## src/rtl/abro_multi_fsm.sv

```systemverilog
// Generalised ABRO: emit once every event bit has been seen since the last
// restart. Registered outputs, completion counter, optional auto-rearm.
module abro_multi_fsm #(
  parameter int unsigned N          = 4,
  parameter int unsigned PULSE_MODE = 1,
  parameter int unsigned AUTO_REARM = 0,
  parameter int unsigned CNT_W      = 8
) (
  input  logic             clk,
  input  logic             reset,
  input  logic             r,
  input  logic [N-1:0]     ev,
  output logic             o,
  output logic [1:0]       state,
  output logic [N-1:0]     seen,
  output logic [CNT_W-1:0] done_cnt
);

  typedef enum logic [1:0] {
    S_IDLE    = 2'd0,
    S_COLLECT = 2'd1,
    S_EMIT    = 2'd2,
    S_HOLD    = 2'd3
  } state_t;

  localparam logic HOLD_O = (PULSE_MODE == 0);

  state_t           r_state, w_state_nxt;
  logic [N-1:0]     r_seen, w_seen_nxt, w_acc;
  logic             r_o, w_o_nxt;
  logic [CNT_W-1:0] r_cnt, w_cnt_nxt;

  always_ff @(posedge clk or negedge reset) begin
    if (!reset) begin
      r_state <= S_IDLE;
      r_seen  <= '0;
      r_o     <= 1'b0;
      r_cnt   <= '0;
    end else begin
      r_state <= w_state_nxt;
      r_seen  <= w_seen_nxt;
      r_o     <= w_o_nxt;
      r_cnt   <= w_cnt_nxt;
    end
  end

  // o is computed for the state being entered, so it is visible in the
  // same cycle the new state is.
  always_comb begin
    w_state_nxt = r_state;
    w_seen_nxt  = r_seen;
    w_o_nxt     = r_o;
    w_cnt_nxt   = r_cnt;
    w_acc       = r_seen | ev;
    if (r) begin
      w_state_nxt = S_IDLE;
      w_seen_nxt  = '0;
      w_o_nxt     = 1'b0;
    end else begin
      case (r_state)
        S_IDLE, S_COLLECT: begin
          w_seen_nxt = w_acc;
          if (&w_acc) begin
            w_state_nxt = S_EMIT;
            w_o_nxt     = 1'b1;
            w_cnt_nxt   = r_cnt + 1'b1;
          end else if (|w_acc) begin
            w_state_nxt = S_COLLECT;
            w_o_nxt     = 1'b0;
          end else begin
            w_state_nxt = S_IDLE;
            w_o_nxt     = 1'b0;
          end
        end
        S_EMIT: begin
          if (AUTO_REARM != 0) begin
            w_state_nxt = S_IDLE;
            w_seen_nxt  = '0;
            w_o_nxt     = 1'b0;
          end else begin
            w_state_nxt = S_HOLD;
            w_o_nxt     = HOLD_O;
          end
        end
        S_HOLD: begin
          w_state_nxt = S_HOLD;
          w_o_nxt     = HOLD_O;
        end
        default: begin
          w_state_nxt = S_IDLE;
          w_seen_nxt  = '0;
          w_o_nxt     = 1'b0;
        end
      endcase
    end
  end

  assign state    = r_state;
  assign seen     = r_seen;
  assign o        = r_o;
  assign done_cnt = r_cnt;

endmodule

```

## config.mk

```make
export PLATFORM = sky130hd
export DESIGN_NAME = abro_multi_fsm
export DESIGN_NICKNAME = d
export VERILOG_FILES = /design/src/rtl/abro_multi_fsm.sv
export SDC_FILE = /design/constraint.sdc
export NUM_CORES = 1
export LEC_CHECK = 0
export ABC_CLOCK_PERIOD_IN_PS = 3900
export CORE_MARGIN = 5
export CORE_UTILIZATION = 40
export CTS_BUF_LIST = sky130_fd_sc_hd__clkbuf_4
export DETAILED_ROUTE_END_ITERATION = 6
export PLACE_DENSITY = 0.77
export SETUP_SLACK_MARGIN = 0.2
export SYNTH_ARGS = -nofsm -noshare
export SYNTH_HDL_FRONTEND = slang
export SYNTH_SLANG_ARGS = --single-unit
export TNS_END_PERCENT = 10
```

## constraint.sdc

```tcl
create_clock -name clk -period 3.9 [get_ports clk]
set_clock_uncertainty 0.1 [all_clocks]
set_input_delay 0.78 -clock clk [delete_from_list [all_inputs] [get_ports clk]]
set_output_delay 0.78 -clock clk [all_outputs]
set_load 0.005 [all_outputs]
```

==> impl_metrics.env <==
export IMPL_tns_ps=0
export IMPL_critPathArrivalTime_ps=2330
export IMPL_critPathKind="in -> reg"
export IMPL_core_sq_um=1510
export IMPL_cts_buffer_depth=2
export IMPL_final_core_util=0.591
export IMPL_fmax_mhz=443
export IMPL_wl_per_cell_um=13.4
export IMPL_grt_ovfl_total=0
export IMPL_fin_crit_ps=2260
export IMPL_syn_area_per_cell_sq_um=12.1
export IMPL_grt_pass1_wl_um=2260
export IMPL_hold_viol=0
export IMPL_syn_to_final_growth_pct=41.4
export IMPL_status="finished, final reports clean"
export IMPL_post_cts_buffers=0
export IMPL_diodes=0
export IMPL_clkTransAtPathRegs_ps=80
export IMPL_drc=0
export IMPL_relSlewSlack=0.580
export IMPL_ys_warn_count=0
export IMPL_rows=14
export IMPL_p_total_mw=0.421
export IMPL_dp_hpwl_um=966
export IMPL_finalWeightedCongestion=0.785
export IMPL_die_area_sq_um=2470
export IMPL_ys_seq_area_frac=0.596
export IMPL_p_leak_nw=0.392
export IMPL_crit_path_end_kind="flip-flop"
export IMPL_synthCells=52
export IMPL_drtPass1Iterations=2
export IMPL_grt_usage=0.125
export IMPL_vdd_drop_max_v=0.000243
export IMPL_fp_dieH_um=49.7
export IMPL_fin_crit_sh=0.579
export IMPL_wl_um=1240
export IMPL_tightest_slew_ps=627
export IMPL_cpMaxStageDelayCell="clkdlybuf4s50_1"
export IMPL_routed_via_density=5.14
export IMPL_insertion_delay_ps=280
export IMPL_vias=478
export IMPL_cts_tree="yes"
export IMPL_path_delay_family="buffers and inverters"
export IMPL_nets=86
export IMPL_cts_hold_fix_buffers=0
export IMPL_ys_ff_latch=15
export IMPL_slowest_delay_ps=520
export IMPL_final_layout_size_suffix_gt1_frac=0.104
export IMPL_chipWidth_um=49.7
export IMPL_netlist_area_sq_um=629
export IMPL_cts_made_buffers=3
export IMPL_maxCapViolCount=0
export IMPL_power_density_nw_per_um2=474
export IMPL_antenna_found_initial=0
export IMPL_fin_area_sq_um=890
export IMPL_cts_sinks=15
export IMPL_setup_violations=0
export IMPL_ant_nets=0
export IMPL_critPathBufInv=1
export IMPL_drt_iter0_drc=1
export IMPL_cp_data_required_time_ps=3970
export IMPL_hp_class="reg -> reg"
export IMPL_start_kind="input pin"
export IMPL_grt_start_max_net_pins=16
export IMPL_synthesis_nets=60
export IMPL_maxSlewViolCount=0
export IMPL_placed_cell_area_sq_um=860
export IMPL_rsz0062_at_grt="false"
export IMPL_start_util=0.418
export IMPL_worstPathMaxFanout=9
export IMPL_clock_tree_root_cell="clkbuf_4"
export IMPL_port_buffers=21
export IMPL_synth_cell_types=17
export IMPL_ios=22
export IMPL_grt_pass1_vias=483
export IMPL_postCtsResizedCells=0
export IMPL_worstPathCellList="clkdlybuf4s50_1 > o22ai_2 > nor4b_4 > mux2_2"
export IMPL_htree_levels=1
## cell usage after synthesis
master	number	share of area
dfrtp_1	15	0.60
nor2_1	7	0.042
a21oi_1	6	0.048
xnor2_1	5	0.070
nand4_1	4	0.040
and3_1	2	0.020
nand2_1	2	0.012
xor2_1	2	0.028
and4_1	1	0.014
ha_1	1	0.020
inv_1	1	0.0060
mux2_2	1	0.018
nand3_1	1	0.0079
nor4_1	1	0.0099
nor4b_4	1	0.038
o22ai_2	1	0.020
or3_2	1	0.012
## layout make-up
type	count	area, sq um
fillers	129	617
clock buffers	4	30.0
inverters	1	3.75
repair buffers	21	210
multi-input cells	36	250
flip-flops and latches	15	375
well taps	16	20.0
## worst paths after layout
| check | startpoint | end | slack [ps] | depth (start not counted) |
|---|---|---|---|---|
| max | ev[1] | done_cnt[1] | 1640 | 4 |
| min | done_cnt[7] | done_cnt[7] | 380 | 1 |
| max reg2reg | seen[1] | done_cnt[1] | 2250 | 3 |
| min reg2reg | done_cnt[7] | done_cnt[7] | 380 | 1 |
| max in group asynchronous | reset | done_cnt[2] | 2510 | 1 |
| min in group asynchronous | reset | seen[1] | 780 | 1 |
## flip-flops by register name, summed over array words and instances (netlist names)
signal and flops:
seen 4, state 2, o 1, done_cnt 8
## worst register-to-register path: stages (launching register included)
cell	delay, ps
dfrtp_1	420
o22ai_2	120
nor4b_4	520
mux2_2	390
## logic make-up (layout without fill, tap and decap cells)
logic type	Yosys count	in the layout	share of synthesized area
xor+xnor	7	7	0.0974
simple gates	20	20	0.195
fa+ha+maj	1	1	0.0199
buf+inv	1	26	0.00596
compound gates	7	7	0.0676
mux	1	1	0.0179
flops	15	15	0.596
## routing by layer
| metal | wire (um) | track usage |
|---|---|---|
| met1 | 527 | 0.143 |
| met2 | 590 | 0.176 |
| met3 | 79 | 0.0602 |
| met4 | 47 | 0.0961 |
| met5 | 0 | 0 |
## per-stage QoR
step | instances | setup slack (ps) | hold slack, ps
after floorplan | 52 | 1990 | 365
after global placement | 89 | 1380 | 354
after detailed placement | 89 | 1350 | 371
after CTS | 93 | 1650 | 386
after global routing | 93 | 1570 | 396
final | 93 | 1640 | 376
## report_power, final
| group | internal (mW) | total [mW] | switching [mW] |
|---|---|---|---|
| registers | 0.182 | 0.215 | 0.0333 |
| clock network | 0.0467 | 0.0935 | 0.0468 |
| logic | 0.0735 | 0.112 | 0.0389 |
## layout by cell type (no fill, tap or decap)
cell type        instances
a21oi_1                  6
and3_1                   2
and4_1                   1
clkbuf_4                 4
clkdlybuf4s50_1         21
dfrtp_1                 15
ha_1                     1
inv_1                    1
mux2_2                   1
nand2_1                  2
nand3_1                  1
nand4_1                  4
nor2_1                   7
nor4_1                   1
nor4b_4                  1
o22ai_2                  1
or3_2                    1
xnor2_1                  5
xor2_1                   2
Note: power is estimated with default switching activity, not from simulation.
